File: config.mk
export PLATFORM = sky130hd
export DESIGN_NAME = gen_arbn
export DESIGN_NICKNAME = d
export VERILOG_FILES = /design/src/rtl/gen_arb_pkg.sv /design/src/rtl/gen_arb_rr_pick.sv /design/src/rtl/gen_arbn.sv
export SDC_FILE = /design/constraint.sdc
export NUM_CORES = 1
export LEC_CHECK = 0
export CORE_AREA = 8 8 195 197
export DETAILED_ROUTE_END_ITERATION = 10
export DIE_AREA = 0 0 203 205
export GPL_TIMING_DRIVEN = 0
export PLACE_DENSITY = 0.66
export SKIP_CTS_REPAIR_TIMING = 1
export SLEW_MARGIN = 5
export SYNTH_ARGS = -nofsm -noshare
export SYNTH_HDL_FRONTEND = slang
export SYNTH_HIERARCHICAL = 1
export SYNTH_SLANG_ARGS = --single-unit
File: constraint.sdc
create_clock -name dev_clk -period 7.37 [get_ports dev_clk]
set_input_delay 1.8425 -clock dev_clk [delete_from_list [all_inputs] [get_ports dev_clk]]
set_output_delay 1.8425 -clock dev_clk [all_outputs]
set_load 0.05 [all_outputs]
File: src/rtl/gen_arb_pkg.sv
// Shared types for the gen_arbn request/ack arbiter slice.
// Latency: n/a (types and constants only).
// Backpressure: n/a.
// Contents: main FSM states (one-hot), per-port FSM states, timeout counter
// width, and a helper that sizes port-index fields.
package gen_arb_pkg;

   // Timeout counter width; covers TMO_CYC up to 65535.
   localparam int TMO_W = 16;

   // One-hot so dev_req / p_ack / p_err each decode from a single state bit.
   typedef enum logic [3:0] {
      M_IDLE = 4'b0001,
      M_BUSY = 4'b0010,
      M_CMPL = 4'b0100,
      M_GAP  = 4'b1000
   } main_st_t;

   typedef enum logic [1:0] {
      P_IDLE = 2'd0,
      P_PEND = 2'd1,
      P_DONE = 2'd2
   } port_st_t;

   // Width of a port index; never below one bit.
   function automatic int idx_w(input int n);
      return (n <= 2) ? 1 : $clog2(n);
   endfunction

endpackage

File: src/rtl/gen_arb_rr_pick.sv
// Combinational winner picker over the pending-port mask.
// Latency: zero (pure combinational).
// Backpressure: none; gnt_vld is low when nothing is pending.
// Ports:
//   pend     in   NPORT  ports eligible for grant
//   ptr      in   IW     last granted port (round-robin only)
//   rr_en    in   1      1 = search from ptr+1 wrapping, 0 = lowest index wins
//   gnt      out  NPORT  one-hot winner
//   gnt_idx  out  IW     winner index
//   gnt_vld  out  1      a winner exists
module gen_arb_rr_pick #(
   parameter int NPORT = 4,
   parameter int IW    = 2
) (
   input  logic [NPORT-1:0] pend,
   input  logic [IW-1:0]    ptr,
   input  logic             rr_en,
   output logic [NPORT-1:0] gnt,
   output logic [IW-1:0]    gnt_idx,
   output logic             gnt_vld
);

   always_comb begin : pick
      // One spare bit so ptr+1+k can exceed NPORT-1 before the wrap.
      logic [IW:0]   cand;
      logic [IW-1:0] idx;
      gnt     = '0;
      gnt_idx = '0;
      gnt_vld = 1'b0;
      cand    = '0;
      idx     = '0;
      for (int k = 0; k < NPORT; k++) begin
         if (rr_en) begin
            cand = {1'b0, ptr} + (IW+1)'(k + 1);
            if (cand >= (IW+1)'(NPORT)) begin
               cand = cand - (IW+1)'(NPORT);
            end
            idx = cand[IW-1:0];
         end else begin
            idx = IW'(k);
         end
         if (!gnt_vld && pend[idx]) begin
            gnt_vld   = 1'b1;
            gnt[idx]  = 1'b1;
            gnt_idx   = idx;
         end
      end
   end

endmodule

File: src/rtl/gen_arbn.sv
// N-port request/ack arbiter onto one device port, round-robin or fixed priority, optional ack timeout.
// Latency: p_req seen at edge t -> dev_req after t+1; dev_ack at edge a -> p_ack during the cycle after a+1.
// Backpressure: one device access in flight; other requests stay pending, grants are never preempted.
// Ports:
//   dev_clk, dev_rst_n            clock, async active-low reset
//   dev_addr/wdata/be/wr/req      registered device request, dev_req held until dev_ack or timeout
//   dev_rdata, dev_ack            device completion (ack is a one-cycle pulse)
//   p_addr/wdata/be/wr/req        packed per-port requests, port i at slice i
//   p_rdata                       per-port read data, held until that port's next completion
//   p_ack, p_err                  one-cycle completion pulse; p_err marks a timeout
module gen_arbn
   import gen_arb_pkg::*;
#(
   parameter int               NPORT   = 4,
   parameter int               AW      = 32,
   parameter int               DW      = 32,
   parameter logic [NPORT-1:0] P_SIZE8 = '0,
   parameter int               RR_EN   = 1,
   parameter int               TMO_CYC = 0
) (
   input  logic                  dev_clk,
   input  logic                  dev_rst_n,
   output logic [AW-1:0]         dev_addr,
   output logic [DW-1:0]         dev_wdata,
   output logic [DW/8-1:0]       dev_be,
   output logic                  dev_wr,
   output logic                  dev_req,
   input  logic [DW-1:0]         dev_rdata,
   input  logic                  dev_ack,
   input  logic [NPORT*AW-1:0]   p_addr,
   input  logic [NPORT*DW-1:0]   p_wdata,
   input  logic [NPORT*DW/8-1:0] p_be,
   input  logic [NPORT-1:0]      p_wr,
   input  logic [NPORT-1:0]      p_req,
   output logic [NPORT*DW-1:0]   p_rdata,
   output logic [NPORT-1:0]      p_ack,
   output logic [NPORT-1:0]      p_err
);

   localparam int BEW = DW / 8;
   localparam int IW  = idx_w(NPORT);

   typedef struct packed {
      logic [AW-1:0]  addr;
      logic [DW-1:0]  wdata;
      logic [BEW-1:0] be;
      logic           wr;
   } txn_t;

   txn_t             port_txn [NPORT];
   txn_t             txn_q;
   logic [NPORT-1:0] pend;
   logic [NPORT-1:0] gnt;
   logic [NPORT-1:0] win_oh;
   logic [IW-1:0]    gnt_idx;
   logic [IW-1:0]    rr_ptr;
   logic             gnt_vld;
   main_st_t         st;
   main_st_t         st_nxt;
   logic [DW-1:0]    cap_rdata;
   logic             tmo_hit;
   logic [TMO_W-1:0] tmo_cnt;
   logic             tmo_exp;

   // ---------------------------------------------------------------
   // Per-port request unpack, port FSM and read-data holding register
   // ---------------------------------------------------------------
   for (genvar i = 0; i < NPORT; i++) begin : g_port
      port_st_t      pst;
      port_st_t      pst_nxt;
      logic [DW-1:0] rd_q;
      logic          own_done;

      assign port_txn[i] = {p_addr[i*AW +: AW], p_wdata[i*DW +: DW],
                            p_be[i*BEW +: BEW], p_wr[i]};

      // Completion is taken in CMPL so DONE and p_ack line up.
      assign own_done = (st == M_CMPL) && win_oh[i];

      always_ff @(posedge dev_clk or negedge dev_rst_n) begin
         if (!dev_rst_n) begin
            pst <= P_IDLE;
         end else begin
            pst <= pst_nxt;
         end
      end

      always_comb begin
         pst_nxt = pst;
         case (pst)
            P_IDLE:  if (p_req[i])  pst_nxt = P_PEND;
            P_PEND:  if (own_done)  pst_nxt = P_DONE;
            // Holding here until p_req drops gives one access per request.
            P_DONE:  if (!p_req[i]) pst_nxt = P_IDLE;
            default: pst_nxt = P_IDLE;
         endcase
      end

      assign pend[i] = (pst == P_PEND);

      // Timed-out accesses leave the previous data in place.
      always_ff @(posedge dev_clk or negedge dev_rst_n) begin
         if (!dev_rst_n) begin
            rd_q <= '0;
         end else if (own_done && !tmo_hit) begin
            rd_q <= P_SIZE8[i] ? {BEW{cap_rdata[7:0]}} : cap_rdata;
         end
      end

      assign p_rdata[i*DW +: DW] = rd_q;
   end

   gen_arb_rr_pick #(
      .NPORT (NPORT),
      .IW    (IW)
   ) u_pick (
      .pend    (pend),
      .ptr     (rr_ptr),
      .rr_en   (RR_EN != 0),
      .gnt     (gnt),
      .gnt_idx (gnt_idx),
      .gnt_vld (gnt_vld)
   );

   // An ack on the expiry clock wins over the timeout.
   assign tmo_exp = (TMO_CYC != 0) && (st == M_BUSY) && !dev_ack &&
                    (tmo_cnt == TMO_W'(TMO_CYC - 1));

   // ---------------------------------------------------------------
   // Main FSM: state register / next state / outputs
   // ---------------------------------------------------------------
   always_ff @(posedge dev_clk or negedge dev_rst_n) begin
      if (!dev_rst_n) begin
         st <= M_IDLE;
      end else begin
         st <= st_nxt;
      end
   end

   always_comb begin
      st_nxt = st;
      case (st)
         M_IDLE:  if (gnt_vld)             st_nxt = M_BUSY;
         M_BUSY:  if (dev_ack || tmo_exp)  st_nxt = M_CMPL;
         M_CMPL:  st_nxt = M_GAP;
         // GAP keeps dev_req rising edges at least four clocks apart.
         M_GAP:   st_nxt = M_IDLE;
         default: st_nxt = M_IDLE;
      endcase
   end

   // Decoded from one-hot state bits, so dev_req drops with the async reset.
   always_comb begin
      dev_req = (st == M_BUSY);
      p_ack   = (st == M_GAP) ? win_oh : '0;
      p_err   = ((st == M_GAP) && tmo_hit) ? win_oh : '0;
   end

   // ---------------------------------------------------------------
   // Grant latch, device capture and timeout counter
   // ---------------------------------------------------------------
   always_ff @(posedge dev_clk or negedge dev_rst_n) begin
      if (!dev_rst_n) begin
         txn_q     <= '0;
         win_oh    <= '0;
         rr_ptr    <= IW'(NPORT - 1);
         cap_rdata <= '0;
         tmo_hit   <= 1'b0;
         tmo_cnt   <= '0;
      end else begin
         case (st)
            M_IDLE: begin
               if (gnt_vld) begin
                  txn_q   <= port_txn[gnt_idx];
                  win_oh  <= gnt;
                  rr_ptr  <= gnt_idx;
                  tmo_cnt <= '0;
                  tmo_hit <= 1'b0;
               end
            end
            M_BUSY: begin
               tmo_cnt <= tmo_cnt + TMO_W'(1);
               if (dev_ack) begin
                  cap_rdata <= dev_rdata;
               end else if (tmo_exp) begin
                  tmo_hit <= 1'b1;
               end
            end
            default: ;
         endcase
      end
   end

   assign dev_addr  = txn_q.addr;
   assign dev_wdata = txn_q.wdata;
   assign dev_be    = txn_q.be;
   assign dev_wr    = txn_q.wr;

endmodule

Yosys cells after proc, flatten, opt, wreduce, memory -nomap -nowiden
Index checks and enable logic that the tools add are counted.
- register bits after elaboration: 247
- output and inout port bits: 206
- logic and storage cells: 147
- bitwise operators: 4
- eq/ne operators: 26
- $add $sub $neg: 8
- $lt $le $gt $ge: 13
- reduce and logical (&&, ||, !) cells: 25
- mux-type cells: 55
- operators with widths (cell ; number):
    69-bit binary-select mux with 2-bit select ; 1
    69-bit two-way mux ; 2
    2-bit two-way mux ; 20
    4-bit two-way mux ; 7
    2-bit != test (second input constant) ; 13
    2-bit one-hot mux with 3 select lines ; 4
    3-bit greater-or-equal comparator (second input constant) ; 5
    2-bit by 3-bit < comparator with 1-bit output (second input constant) ; 4
    1-bit two-way mux ; 12
    4-bit bitwise OR ; 3
    4-bit one-hot mux with 3 select lines ; 1
    3-bit AND reduction ; 4
    1-bit logical AND ; 11
    1-bit binary-select mux with 2-bit select ; 4
    1-bit demux with 2-bit select ; 4
    2-bit by 1-bit == test with 1-bit output (second input constant) ; 4
    2-bit == test (second input constant) ; 4
    2-bit by 1-bit greater-or-equal comparator with 1-bit output (second input constant) ; 4
    2-bit zero test ; 4
    2-bit by 1-bit subtractor with 2-bit output (second input constant) ; 4
    2-bit by 2-bit adder with 3-bit output (second input constant) ; 2
    2-bit AND reduction ; 3
    4-bit by 1-bit == test with 1-bit output (second input constant) ; 1
    4-bit by 2-bit == test with 1-bit output (second input constant) ; 1
    other kinds (7) ; 9

Logic depth before layout (Yosys ltp)
Gate-level depths: netlist of run 1.
- depth after elaboration: 19
- depth in mapped cells: 10
- depth with buffers taken out: 7

By module
The synthesis of run 1 kept the hierarchy.
- by module, submodules not included (module ; cells an instance ; sequential area each (um^2) ; times used ; area an instance (um^2)):
    gen_arbn ; 643 ; 6184.7 ; 1 ; 11075.6
    gen_arb_rr_pick ; 60 ; 0.0 ; 1 ; 412.9

Worst setup path after synthesis of run 1
Ideal clock, no wire load.
- path type: register to output
- from: register st[1]
- to: output p_ack[0]
- arrival: 1325 ps
- path slack: 4202 ps
- stages on the path, launching flop included: 3
- path through: dfrtp_1 > nor4b_1 > and2_1
- word-level cells in the longest chain between the ends: 2
- RTL lines (what ; line ; RTL):
    start, declared ; gen_arbn.sv:58 ; main_st_t st;
    start signal, assigned ; gen_arbn.sv:136 ; st <= st_nxt;
    4-bit == test ; gen_arbn.sv:155 ; p_ack = (st == M_GAP) ? win_oh : '0;
    4-bit two-way mux ; gen_arbn.sv:155 ;
    end, declared ; gen_arbn.sv:36 ; output logic [NPORT-1:0] p_ack,
Every way passes these cells.

Worst setup path after layout of run 1
- from: register st[1]
- to: output p_ack[1]
Same word-level chain as after synthesis.

==> flow_results.xml, run 1 <==
<?xml version="1.0" encoding="UTF-8"?>
<metrics>
  <group name="run_status">
    <metric name="status" unit="">finished, final reports clean</metric>
  </group>
  <group name="clock_network">
    <metric name="clock_tree_from_tritoncts" unit="">done</metric>
    <metric name="worstSkewPairLatency" unit="ps">530</metric>
    <metric name="h-tree-depth" unit="">1</metric>
    <metric name="clk_transition_reported_paths" unit="ps">60</metric>
    <metric name="clkSinkCount" unit="">247</metric>
    <metric name="cts.path.max_buffers" unit="">3</metric>
    <metric name="cts-buffers-inserted" unit="">28</metric>
    <metric name="cts_root_buf" unit="">sky130_fd_sc_hd__clkbuf_16</metric>
  </group>
  <group name="routing">
    <metric name="detail_route.first_pass.iterations" unit="">4</metric>
    <metric name="route.vias.total" unit="">8462</metric>
    <metric name="detail_route.wl_per_cell" unit="um">23.5</metric>
    <metric name="drcViolationCount" unit="">0</metric>
    <metric name="ant_nets" unit="">0</metric>
    <metric name="detail_route.vias_per_cell" unit="">4.85</metric>
    <metric name="drt_iter0_markers" unit="">401</metric>
    <metric name="wl" unit="um">40900</metric>
  </group>
  <group name="floorplan">
    <metric name="floorplan.initialDensity" unit="%">32.9</metric>
    <metric name="num_io_pins" unit="">521</metric>
    <metric name="fp.dieW" unit="um">203</metric>
    <metric name="chipHeight" unit="um">205</metric>
    <metric name="coreArea" unit="um^2">35000</metric>
    <metric name="die_area" unit="um^2">41600</metric>
    <metric name="rows" unit="">69</metric>
  </group>
  <group name="synth">
    <metric name="syn_area_per_cell" unit="um^2">16.3</metric>
    <metric name="synth_enable_flop_cells" unit="">0</metric>
    <metric name="synth_seq_area_share" unit="%">53.8</metric>
    <metric name="synth_area_leaders" unit="">sky130_fd_sc_hd__dfrtp_1, sky130_fd_sc_hd__mux2_2, sky130_fd_sc_hd__mux4_2</metric>
    <metric name="ys_seq_elements" unit="">247</metric>
    <metric name="syn_area" unit="um^2">11500</metric>
    <metric name="yosys_most_used_dff" unit="">sky130_fd_sc_hd__dfrtp_1</metric>
    <metric name="synthesis.instances" unit="">703</metric>
    <metric name="synthDistinctLibCells" unit="">50</metric>
    <metric name="synthesis.yosys.warnings" unit="">6</metric>
    <metric name="synth.largest_area_cell" unit="">sky130_fd_sc_hd__dfrtp_1</metric>
    <metric name="synth_top_area_share" unit="%">53.1</metric>
    <metric name="proportion_of_synthesized_flip_flops_having_asynchronous_set_or_reset" unit="%">100</metric>
  </group>
  <group name="global_routing">
    <metric name="first_global_vias" unit="">9457</metric>
    <metric name="grt_pass1_wl" unit="um">60700</metric>
    <metric name="grt_start_max_net_pins" unit="">113</metric>
    <metric name="gr-usage-all-layers" unit="%">19.2</metric>
    <metric name="grt_remaining_overflow" unit="">0</metric>
    <metric name="grt_antenna_before_repair" unit="">3</metric>
  </group>
  <group name="sta">
    <metric name="min_period_over_period" unit="%">61.2</metric>
    <metric name="final-max-slew-violation-count" unit="">0</metric>
    <metric name="min_period" unit="ps">4510</metric>
    <metric name="grt_setup_unrepaired" unit="">false</metric>
    <metric name="slew-limit-headroom" unit="%">48.1</metric>
    <metric name="final.setup.worst_slack" unit="ps">2860</metric>
    <metric name="setup_violations" unit="">0</metric>
    <metric name="hold_violations" unit="">0</metric>
    <metric name="worst-slew-pin-transition" unit="ps">779</metric>
    <metric name="timing.setup.tns" unit="ps">0</metric>
    <metric name="clock.fmax" unit="GHz">0.222</metric>
    <metric name="skew" unit="ps">7.94</metric>
  </group>
  <group name="pwr">
    <metric name="post_layout_power" unit="mW">8.52</metric>
    <metric name="p_leak" unit="nW">7.79</metric>
    <metric name="power.ir.vdd_worst" unit="uV">218</metric>
    <metric name="power_per_cell_area" unit="nW/um^2">465</metric>
  </group>
  <group name="critical_path">
    <metric name="reg2reg_to" unit="">dev_wdata[1]$_DFFE_PN0P_</metric>
    <metric name="crit_type" unit="">register to output port</metric>
    <metric name="worstReg2RegStart" unit="">g_port[3].pst[0]$_DFFE_PN0P_</metric>
    <metric name="startpoint_type" unit="">register</metric>
    <metric name="setup_crit_end_kind" unit="">output port</metric>
    <metric name="required_arrival_time_at_the_worst_endpoint" unit="ps">5530</metric>
    <metric name="worstPathArrival" unit="ps">2670</metric>
    <metric name="rr_worst_depth" unit="">9</metric>
    <metric name="r2r_slack" unit="ps">3360</metric>
    <metric name="worstPathMaxFanout" unit="">6</metric>
  </group>
  <group name="worst_hold_path">
    <metric name="hold_path_startpoint" unit="">g_port[1].pst[1]$_DFFE_PN0P_</metric>
    <metric name="min_delay_path_depth" unit="">1</metric>
    <metric name="min_delay_worst_endpoint" unit="">g_port[1].pst[0]$_DFFE_PN0P_</metric>
    <metric name="hold_path.class" unit="">register to register</metric>
  </group>
  <group name="place">
    <metric name="placement.setup.worst_slack" unit="ps">3330</metric>
    <metric name="post_placement_cell_count" unit="">1691</metric>
    <metric name="placement.io_buffers" unit="">516</metric>
    <metric name="detailed_place_hpwl" unit="um">33000</metric>
    <metric name="routabilityCongestion" unit="">0.865</metric>
  </group>
  <group name="cells_and_area">
    <metric name="layout.nets" unit="">1575</metric>
    <metric name="synthToLayoutAreaGrowth" unit="%">59.4</metric>
    <metric name="fin_cells" unit="">1743</metric>
    <metric name="fillCellCount" unit="">2969</metric>
    <metric name="final_core_util" unit="%">52.4</metric>
    <metric name="drive_above_1_share" unit="%">31.2</metric>
  </group>
  <group name="job">
    <metric name="cap_violations" unit="">0</metric>
  </group>
</metrics>
## report_power, final
part / internal (mW) / switching, mW
Clock: 0.909 / 0.544
Sequential: 1.93 / 0.386
Combinational: 2.06 / 2.70
Total: 4.90 / 3.63
## kinds of logic after synthesis
family / count (synthesis) / share of synthesized area, %
compound gates: 35 / 2.30
xor+xnor: 1 / 0.0763
buf+inv: 56 / 2.67
flops: 247 / 53.8
mux: 307 / 37.9
other cells: 2 / 0.0654
simple gates: 55 / 3.15
## registers in the layout, indices dropped and copies added, names as in the netlist, 2 cells and up
signal,flops
rr_ptr,2
st,4
dev_be,4
dev_wdata,32
cap_rdata,32
dev_addr,32
g_port.rd_q,128
win_oh,4
g_port.pst,8
## critical path, cell delays in order, from the launching register on
cell and delay [ps]:
sky130_fd_sc_hd__dfrtp_1 470, sky130_fd_sc_hd__nor4b_1 580, sky130_fd_sc_hd__and2_1 200, sky130_fd_sc_hd__clkdlybuf4s50_1 870
## through the flow
step	hold WS, ps	area (um^2)
final	476	18300
after detailed placement	470	17300
after CTS	471	18300
after floorplan	441	11500
after global placement	456	17300
after global routing	501	18300
## worst max-delay path by stage
stage	start	to	slack, ps	depth (start not counted)
after floorplan	st[1]$_DFFE_PN0P_	p_ack[0]	4200	2
after global placement	dev_rst_n	dev_addr[13]$_DFFE_PN0P_	-6310	1
after detailed placement	g_port[1].pst[0]$_DFFE_PN0P_	dev_wdata[1]$_DFFE_PN0P_	3330	10
after CTS	st[1]$_DFFE_PN0P_	p_ack[3]	2770	3
after global routing	st[1]$_DFFE_PN0P_	p_ack[3]	2650	3
final	st[1]$_DFFE_PN0P_	p_ack[1]	2860	3
## metal layers
metal	global-route usage, %	part of all wire (%)
met4	5.72	3.1
met1	22.3	38
met2	33.4	51
met5	0	0.032
met3	6.20	7.9
## cells in the final DEF (no fill, tap or decap), types with 2 or more instances in the layout
cell type,synthesis,routed
sky130_fd_sc_hd__buf_16,0,2
sky130_fd_sc_hd__dfrtp_1,244,244
sky130_fd_sc_hd__a311oi_1,4,4
sky130_fd_sc_hd__nor2b_1,7,7
sky130_fd_sc_hd__o21a_1,2,2
sky130_fd_sc_hd__mux2i_1,2,2
sky130_fd_sc_hd__clkdlybuf4s50_1,0,515
sky130_fd_sc_hd__clkbuf_1,13,17
sky130_fd_sc_hd__nor4bb_1,2,2
sky130_fd_sc_hd__bufinv_16,0,3
sky130_fd_sc_hd__nand3_1,5,5
sky130_fd_sc_hd__mux4_2,70,70
sky130_fd_sc_hd__o221ai_1,3,3
sky130_fd_sc_hd__nand3b_1,7,7
sky130_fd_sc_hd__clkbuf_8,0,9
sky130_fd_sc_hd__buf_4,10,10
sky130_fd_sc_hd__clkbuf_16,0,29
sky130_fd_sc_hd__nor4b_4,2,2
sky130_fd_sc_hd__clkinv_2,0,5
sky130_fd_sc_hd__nand2b_1,2,2
sky130_fd_sc_hd__buf_6,4,4
sky130_fd_sc_hd__nand2_1,12,12
sky130_fd_sc_hd__mux2_4,30,30
sky130_fd_sc_hd__conb_1,2,11
sky130_fd_sc_hd__buf_2,23,23
sky130_fd_sc_hd__a32oi_1,2,2
sky130_fd_sc_hd__o21ai_0,9,9
sky130_fd_sc_hd__dfstp_2,3,3
sky130_fd_sc_hd__nor2_1,6,6
sky130_fd_sc_hd__inv_1,5,5
sky130_fd_sc_hd__and2_1,4,4
sky130_fd_sc_hd__mux2_2,205,205
sky130_fd_sc_hd__a221oi_1,2,2
## cell type report
type	count	area, um^2	share of cell area, %
Tap cell	461	577	3.15
Sequential cell	247	6180	33.8
Clock buffer	42	865	4.72
Timing Repair Buffer	518	5230	28.5
Buffer	51	288	1.57
Inverter	5	18.8	0.102
Clock inverter	9	123	0.670
Antenna cell	1	2.50	0.0137
Multi-Input combinational cell	409	5030	27.5
## cell usage after synthesis, drive strengths merged, types with 2 or more instances
cell type    n
a221oi       2
a311oi       4
a32oi        2
and2         4
buf         38
clkbuf      13
conb         2
dfrtp      244
dfstp        3
inv          5
mux2       235
mux2i        2
mux4        70
nand2       13
nand2b       2
nand3        5
nand3b       7
nor2         6
nor2b        7
nor4b        3
nor4bb       2
o21a         2
o21ai       10
o221ai       3
Note: power is estimated with default switching activity, not from simulation.
==> run 2, diff against run 1 <==
--- a/config.mk
+++ b/config.mk
@@ -5,11 +5,11 @@
 export SDC_FILE = /design/constraint.sdc
 export NUM_CORES = 1
 export LEC_CHECK = 0
-export CORE_AREA = 8 8 195 197
+export CORE_AREA = 8 8 194 196
 export DETAILED_ROUTE_END_ITERATION = 10
-export DIE_AREA = 0 0 203 205
+export DIE_AREA = 0 0 202 204
 export GPL_TIMING_DRIVEN = 0
-export PLACE_DENSITY = 0.66
+export PLACE_DENSITY = 0.69
 export SKIP_CTS_REPAIR_TIMING = 1
 export SLEW_MARGIN = 5
 export SYNTH_ARGS = -nofsm -noshare
==> constraint.sdc (replaced) <==
create_clock -name dev_clk -period 3.98 [get_ports dev_clk]
set_input_delay 0.995 -clock dev_clk [delete_from_list [all_inputs] [get_ports dev_clk]]
set_output_delay 0.995 -clock dev_clk [all_outputs]
set_load 0.05 [all_outputs]
==> flow_results.xml, run 2 (synthesis gave the netlist of run 1 again) <==
<?xml version="1.0" encoding="UTF-8"?>
<metrics>
  <group name="place">
    <metric name="routabilityCongestion" unit="">0.842</metric>
    <metric name="detailed_place_hpwl" unit="um">33000</metric>
    <metric name="placement.io_buffers" unit="">516</metric>
    <metric name="placement.setup.worst_slack" unit="ps">-78.2</metric>
    <metric name="placed_cell_area" unit="um^2">17300</metric>
  </group>
  <group name="sta">
    <metric name="timing.setup.tns" unit="ps">0</metric>
    <metric name="final.setup.worst_slack" unit="ps">274</metric>
    <metric name="worst-slew-pin-transition" unit="ps">926</metric>
    <metric name="clock.fmax" unit="GHz">0.270</metric>
    <metric name="final-max-slew-violation-count" unit="">0</metric>
    <metric name="hold_violations" unit="">0</metric>
    <metric name="min_period" unit="ps">3710</metric>
    <metric name="slew-limit-headroom" unit="%">38.3</metric>
    <metric name="skew" unit="ps">11.3</metric>
    <metric name="grt_setup_unrepaired" unit="">false</metric>
    <metric name="setup_violations" unit="">0</metric>
    <metric name="min_period_over_period" unit="%">93.1</metric>
  </group>
  <group name="global_routing">
    <metric name="grt_remaining_overflow" unit="">0</metric>
    <metric name="globalRouteMet2Util" unit="%">34.4</metric>
    <metric name="globalRouteMet3Util" unit="%">6.42</metric>
    <metric name="grt_antenna_before_repair" unit="">8</metric>
    <metric name="grt_most_used_layer" unit="">met2</metric>
    <metric name="grt_start_max_net_pins" unit="">96</metric>
    <metric name="gr-usage-all-layers" unit="%">19.6</metric>
    <metric name="grt_pass1_wl" unit="um">61700</metric>
    <metric name="first_global_vias" unit="">9587</metric>
    <metric name="global_route.usage.met1" unit="%">22.0</metric>
  </group>
  <group name="cells_and_area">
    <metric name="layout.nets" unit="">1576</metric>
    <metric name="largest-register" unit="">g_port.rd_q</metric>
    <metric name="fillCellCount" unit="">2942</metric>
    <metric name="most_frequent_cells_in_the_layout" unit="">sky130_fd_sc_hd__clkdlybuf4s50_1, sky130_fd_sc_hd__dfrtp_1, sky130_fd_sc_hd__mux2_2, sky130_fd_sc_hd__mux4_2, sky130_fd_sc_hd__mux2_4</metric>
    <metric name="synthToLayoutAreaGrowth" unit="%">59.2</metric>
    <metric name="finish.instance_area" unit="um^2">18300</metric>
    <metric name="final-seq-area" unit="um^2">6180</metric>
    <metric name="multi_input_area" unit="um^2">5030</metric>
    <metric name="largest_register_ff_count" unit="">128</metric>
    <metric name="layout_commonest_cell" unit="">sky130_fd_sc_hd__clkdlybuf4s50_1</metric>
    <metric name="drive_above_1_share" unit="%">31.0</metric>
  </group>
  <group name="floorplan">
    <metric name="rows" unit="">69</metric>
    <metric name="chipHeight" unit="um">204</metric>
    <metric name="die_area" unit="um^2">41200</metric>
    <metric name="fp.dieW" unit="um">202</metric>
    <metric name="coreArea" unit="um^2">34800</metric>
    <metric name="num_io_pins" unit="">521</metric>
    <metric name="floorplan.initialDensity" unit="%">33.0</metric>
  </group>
  <group name="critical_path">
    <metric name="worstPathArrival" unit="ps">4140</metric>
    <metric name="startpoint_type" unit="">register</metric>
    <metric name="crit_type" unit="">register to register</metric>
    <metric name="reg2reg_to" unit="">dev_addr[22]$_DFFE_PN0P_</metric>
    <metric name="rr_worst_depth" unit="">10</metric>
    <metric name="r2r_slack" unit="ps">270</metric>
    <metric name="worstPathMaxFanout" unit="">10</metric>
    <metric name="worstReg2RegStart" unit="">g_port[1].pst[0]$_DFFE_PN0P_</metric>
    <metric name="setup_crit_end_kind" unit="">register</metric>
    <metric name="required_arrival_time_at_the_worst_endpoint" unit="ps">4420</metric>
  </group>
  <group name="pwr">
    <metric name="p_int" unit="mW">8.94</metric>
    <metric name="share_of_power_burned_in_combinational_logic" unit="%">56.1</metric>
    <metric name="power_per_cell_area" unit="nW/um^2">860</metric>
    <metric name="p_sw" unit="mW">6.79</metric>
    <metric name="seq_power_share" unit="%">27.4</metric>
    <metric name="p_clk_share" unit="%">16.5</metric>
    <metric name="post_layout_power" unit="mW">15.7</metric>
    <metric name="power.ir.vdd_worst" unit="uV">431</metric>
    <metric name="p_leak" unit="nW">7.77</metric>
    <metric name="swShare" unit="%">43.2</metric>
  </group>
  <group name="routing">
    <metric name="route.vias.total" unit="">8623</metric>
    <metric name="ant_nets" unit="">0</metric>
    <metric name="detail_route.wl_per_cell" unit="um">23.7</metric>
    <metric name="wl" unit="um">41400</metric>
    <metric name="detail_route.vias_per_cell" unit="">4.93</metric>
    <metric name="drcViolationCount" unit="">0</metric>
    <metric name="drt_iter0_markers" unit="">380</metric>
    <metric name="detail_route.first_pass.iterations" unit="">4</metric>
  </group>
  <group name="clock_network">
    <metric name="worstSkewPairLatency" unit="ps">550</metric>
    <metric name="clk_transition_reported_paths" unit="ps">60</metric>
    <metric name="cts_root_buf" unit="">sky130_fd_sc_hd__clkbuf_16</metric>
    <metric name="clkSinkCount" unit="">247</metric>
    <metric name="cts-buffers-inserted" unit="">29</metric>
    <metric name="clock_tree_from_tritoncts" unit="">done</metric>
    <metric name="h-tree-depth" unit="">1</metric>
    <metric name="cts.path.max_buffers" unit="">3</metric>
  </group>
  <group name="worst_hold_path">
    <metric name="hold_path.class" unit="">input pin to async pin</metric>
  </group>
  <group name="job">
    <metric name="cap_violations" unit="">0</metric>
  </group>
  <group name="run_status">
    <metric name="status" unit="">finished, final reports clean</metric>
  </group>
</metrics>
## run 2: cell count changes in the layout (fill, tap and decap cells not counted), sizes merged
cell      change
diode         +5
clkinvlp      -1
buf           -1
clkbuf        +3
inv           +2
bufinv        -2
## run 2: worst max path at each step
stage	start	endpoint	slack, ps	depth (start not counted)
2_1_floorplan	g_port[1].pst[0]$_DFFE_PN0P_	dev_be[0]$_DFFE_PN0P_	900	10
3_3_place_gp	dev_rst_n	dev_addr[19]$_DFFE_PN0P_	-8820	1
3_5_place_dp	g_port[1].pst[0]$_DFFE_PN0P_	dev_wdata[31]$_DFFE_PN0P_	-80	10
4_1_cts	g_port[1].pst[0]$_DFFE_PN0P_	dev_wdata[31]$_DFFE_PN0P_	-110	10
5_1_grt	g_port[3].pst[0]$_DFFE_PN0P_	dev_wdata[31]$_DFFE_PN0P_	20	9
6_report	g_port[1].pst[0]$_DFFE_PN0P_	dev_addr[22]$_DFFE_PN0P_	270	10
## run 2: layout make-up
type | count | share of cell area (%)
clock inverters | 8 | 0.499
clock buffers | 44 | 4.66
diodes | 6 | 0.0821
repair buffers | 518 | 28.6
flip-flops and latches | 247 | 33.8
inverters | 5 | 0.103
well taps | 461 | 3.15
multi-input cells | 409 | 27.5
plain buffers | 51 | 1.59
## run 2: power groups by stage
| stage | Sequential, mW | Clock [mW] | Combinational, mW |
|---|---|---|---|
| 6_report | 4.30 | 2.60 | 8.83 |
| 4_1_cts | 4.31 | 2.70 | 8.96 |
| 3_3_place_gp | 4.30 | 0 | 8.87 |
| 3_5_place_dp | 4.34 | 0 | 8.93 |
| 5_1_grt | 4.47 | 2.79 | 9.27 |
| 2_1_floorplan | 7.03 | 0 | 3.12 |
## run 2: metal layers
metal	vias up	wire, um
met2	371	21100
met5	-	12
met4	2	1480
met3	76	3490
met1	4390	15400
li1	3784	-
## run 2: worst max-delay path, stage by stage, from the launching register on
cell and delay [ps]:
sky130_fd_sc_hd__dfrtp_1 390, sky130_fd_sc_hd__nor2b_1 220, sky130_fd_sc_hd__clkbuf_1 350, sky130_fd_sc_hd__nor4bb_1 330, sky130_fd_sc_hd__a31oi_1 80, sky130_fd_sc_hd__a311o_1 470, sky130_fd_sc_hd__a32oi_1 180, sky130_fd_sc_hd__clkbuf_2 280
sky130_fd_sc_hd__buf_2 410, sky130_fd_sc_hd__mux4_2 610, sky130_fd_sc_hd__mux2_2 280
## run 2: through the flow
step / cells / utilization (%) / hold slack [ps]
2_1_floorplan: 712 / - / 441
3_3_place_gp: 1689 / 49.6 / 456
3_5_place_dp: 1691 / 49.8 / 470
4_1_cts: 1743 / 52.5 / 421
5_1_grt: 1747 / 52.5 / 453
6_report: 1749 / 52.6 / 422
==> run 3, diff against run 2 <==
--- a/config.mk
+++ b/config.mk
@@ -5,11 +5,11 @@
 export SDC_FILE = /design/constraint.sdc
 export NUM_CORES = 1
 export LEC_CHECK = 0
-export CORE_AREA = 8 8 194 196
+export CORE_AREA = 2 2 205 207
 export DETAILED_ROUTE_END_ITERATION = 10
-export DIE_AREA = 0 0 202 204
+export DIE_AREA = 0 0 207 209
 export GPL_TIMING_DRIVEN = 0
-export PLACE_DENSITY = 0.69
+export REMOVE_ABC_BUFFERS = 1
 export SKIP_CTS_REPAIR_TIMING = 1
 export SLEW_MARGIN = 5
 export SYNTH_ARGS = -nofsm -noshare
==> flow_results.xml, run 3 (synthesis gave the netlist of run 1 again) <==
<?xml version="1.0" encoding="UTF-8"?>
<metrics>
  <group name="cells_and_area">
    <metric name="layout.nets" unit="">1543</metric>
    <metric name="largest_register_ff_count" unit="">128</metric>
    <metric name="final_core_util" unit="%">45.0</metric>
    <metric name="fin_cells" unit="">1800</metric>
    <metric name="most_frequent_cells_in_the_layout" unit="">sky130_fd_sc_hd__clkdlybuf4s50_1, sky130_fd_sc_hd__dfrtp_1, sky130_fd_sc_hd__mux2_2, sky130_fd_sc_hd__mux4_2, sky130_fd_sc_hd__mux2_4</metric>
    <metric name="final-seq-area" unit="um^2">6180</metric>
    <metric name="layout_commonest_cell" unit="">sky130_fd_sc_hd__clkdlybuf4s50_1</metric>
    <metric name="fillCellCount" unit="">3777</metric>
    <metric name="drive_above_1_share" unit="%">31.1</metric>
    <metric name="synthToLayoutAreaGrowth" unit="%">61.7</metric>
    <metric name="multi_input_area" unit="um^2">5090</metric>
    <metric name="largest-register" unit="">g_port.rd_q</metric>
  </group>
  <group name="place">
    <metric name="routabilityCongestion" unit="">0.805</metric>
    <metric name="detailed_place_hpwl" unit="um">30400</metric>
    <metric name="placement.io_buffers" unit="">516</metric>
    <metric name="post_placement_cell_count" unit="">1736</metric>
  </group>
  <group name="global_routing">
    <metric name="gr-usage-all-layers" unit="%">18.1</metric>
    <metric name="globalRouteMet2Util" unit="%">29.0</metric>
    <metric name="first_global_vias" unit="">9011</metric>
    <metric name="grt_most_used_layer" unit="">met2</metric>
    <metric name="grt_antenna_before_repair" unit="">12</metric>
    <metric name="global_route.usage.met1" unit="%">23.3</metric>
    <metric name="grt_remaining_overflow" unit="">0</metric>
    <metric name="grt_start_max_net_pins" unit="">110</metric>
    <metric name="globalRouteMet3Util" unit="%">6.30</metric>
    <metric name="grt_pass1_wl" unit="um">59700</metric>
  </group>
  <group name="sta">
    <metric name="worst-slew-pin-transition" unit="ps">844</metric>
    <metric name="skew" unit="ps">14.6</metric>
    <metric name="min_period" unit="ps">3750</metric>
    <metric name="min_period_over_period" unit="%">94.1</metric>
    <metric name="slew-limit-headroom" unit="%">43.5</metric>
    <metric name="hold-worst-slack" unit="ps">376</metric>
    <metric name="setup_violations" unit="">0</metric>
    <metric name="clock.fmax" unit="GHz">0.267</metric>
    <metric name="final-max-slew-violation-count" unit="">0</metric>
    <metric name="hold_violations" unit="">0</metric>
    <metric name="grt_setup_unrepaired" unit="">false</metric>
    <metric name="timing.setup.tns" unit="ps">0</metric>
  </group>
  <group name="clock_network">
    <metric name="cts-buffers-inserted" unit="">29</metric>
    <metric name="clock_tree_from_tritoncts" unit="">done</metric>
    <metric name="clkSinkCount" unit="">247</metric>
    <metric name="clk_transition_reported_paths" unit="ps">60</metric>
    <metric name="cts.path.max_buffers" unit="">3</metric>
    <metric name="worstSkewPairLatency" unit="ps">550</metric>
    <metric name="cts_root_buf" unit="">sky130_fd_sc_hd__clkbuf_16</metric>
    <metric name="h-tree-depth" unit="">1</metric>
  </group>
  <group name="routing">
    <metric name="wl" unit="um">39700</metric>
    <metric name="detail_route.wl_per_cell" unit="um">22.1</metric>
    <metric name="detail_route.vias_per_cell" unit="">4.62</metric>
    <metric name="route.vias.total" unit="">8320</metric>
    <metric name="ant_nets" unit="">0</metric>
    <metric name="drcViolationCount" unit="">0</metric>
    <metric name="drt_iter0_markers" unit="">380</metric>
    <metric name="detail_route.first_pass.iterations" unit="">4</metric>
  </group>
  <group name="floorplan">
    <metric name="chipHeight" unit="um">209</metric>
    <metric name="die_area" unit="um^2">43300</metric>
    <metric name="floorplan.initialDensity" unit="%">27.8</metric>
    <metric name="fp.dieW" unit="um">207</metric>
    <metric name="rows" unit="">75</metric>
    <metric name="num_io_pins" unit="">521</metric>
    <metric name="coreArea" unit="um^2">41300</metric>
  </group>
  <group name="run_status">
    <metric name="status" unit="">finished, final reports clean</metric>
  </group>
  <group name="critical_path">
    <metric name="worstPathArrival" unit="ps">4180</metric>
    <metric name="crit_type" unit="">register to register</metric>
    <metric name="setup_crit_end_kind" unit="">register</metric>
    <metric name="startpoint_type" unit="">register</metric>
    <metric name="rr_worst_depth" unit="">9</metric>
    <metric name="required_arrival_time_at_the_worst_endpoint" unit="ps">4410</metric>
    <metric name="worstPathMaxFanout" unit="">14</metric>
  </group>
  <group name="pwr">
    <metric name="p_leak" unit="nW">7.81</metric>
    <metric name="power_per_cell_area" unit="nW/um^2">868</metric>
    <metric name="power.ir.vdd_worst" unit="uV">503</metric>
  </group>
  <group name="worst_hold_path">
    <metric name="hold_path.class" unit="">input pin to async pin</metric>
  </group>
  <group name="job">
    <metric name="cap_violations" unit="">0</metric>
  </group>
</metrics>
run 3: changes by cell type in the layout (fill, tap and decap cells not counted), sizes merged:
cell / before / now
buf: 40 / 21
clkbuf: 58 / 44
diode: 6 / 12
bufinv: 1 / 3
clkinv: 5 / 3
run 3: area by class of cell:
type	instances	area share (%)
flip-flops and latches	247	33.3
multi-input cells	409	27.4
inverters	5	0.101
clock inverters	8	0.673
well taps	539	3.63
diodes	12	0.162
clock buffers	44	4.64
repair buffers	536	30.1
run 3: worst max-delay path, stage by stage (launching register included):
cell and delay [ps]:
sky130_fd_sc_hd__dfrtp_1 390, sky130_fd_sc_hd__nor2b_1 670, sky130_fd_sc_hd__mux4_2 420, sky130_fd_sc_hd__o21ai_0 220, sky130_fd_sc_hd__a32oi_4 470, sky130_fd_sc_hd__buf_12 240, sky130_fd_sc_hd__buf_16 190, sky130_fd_sc_hd__buf_16 180
sky130_fd_sc_hd__mux4_2 570, sky130_fd_sc_hd__mux2_2 290
run 3: stage by stage:
step	worst slack [ps]	area (um^2)	power, mW
2_1_floorplan	-5090	11200	10.0
3_3_place_gp	-9340	17100	12.3
3_5_place_dp	52.0	17600	13.5
4_1_cts	33.5	18500	16.4
5_1_grt	34.8	18600	16.9
6_report	235	18600	16.1
run 3: worst paths after layout:
kind	start	to	slack, ps
max in group asynchronous	dev_rst_n	g_port[1].rd_q[1]$_DFFE_PN0P_	2630
min reg2reg	g_port[1].pst[1]$_DFFE_PN0P_	g_port[1].pst[0]$_DFFE_PN0P_	490
min	dev_rst_n	dev_addr[17]$_DFFE_PN0P_	380
max reg2reg	g_port[0].pst[0]$_DFFE_PN0P_	dev_wdata[27]$_DFFE_PN0P_	230
max	g_port[0].pst[0]$_DFFE_PN0P_	dev_wdata[27]$_DFFE_PN0P_	230
min in group dev_clk	g_port[1].pst[1]$_DFFE_PN0P_	g_port[1].pst[0]$_DFFE_PN0P_	490
run 3: power breakdown:
| part | switching [mW] | total [mW] | internal (mW) | leakage, nW |
|---|---|---|---|---|
| sequential | 0.736 | 4.31 | 3.58 | 3.15 |
| clock | 1.06 | 2.75 | 1.68 | 0.488 |
| combinational | 5.01 | 9.07 | 4.07 | 4.17 |
run 3: metal layers:
metal  up-vias  wire, um
met5         -        23
met2       287     18900
met1      4240     16700
li1       3735         -
met4         4       925
met3        54      3160
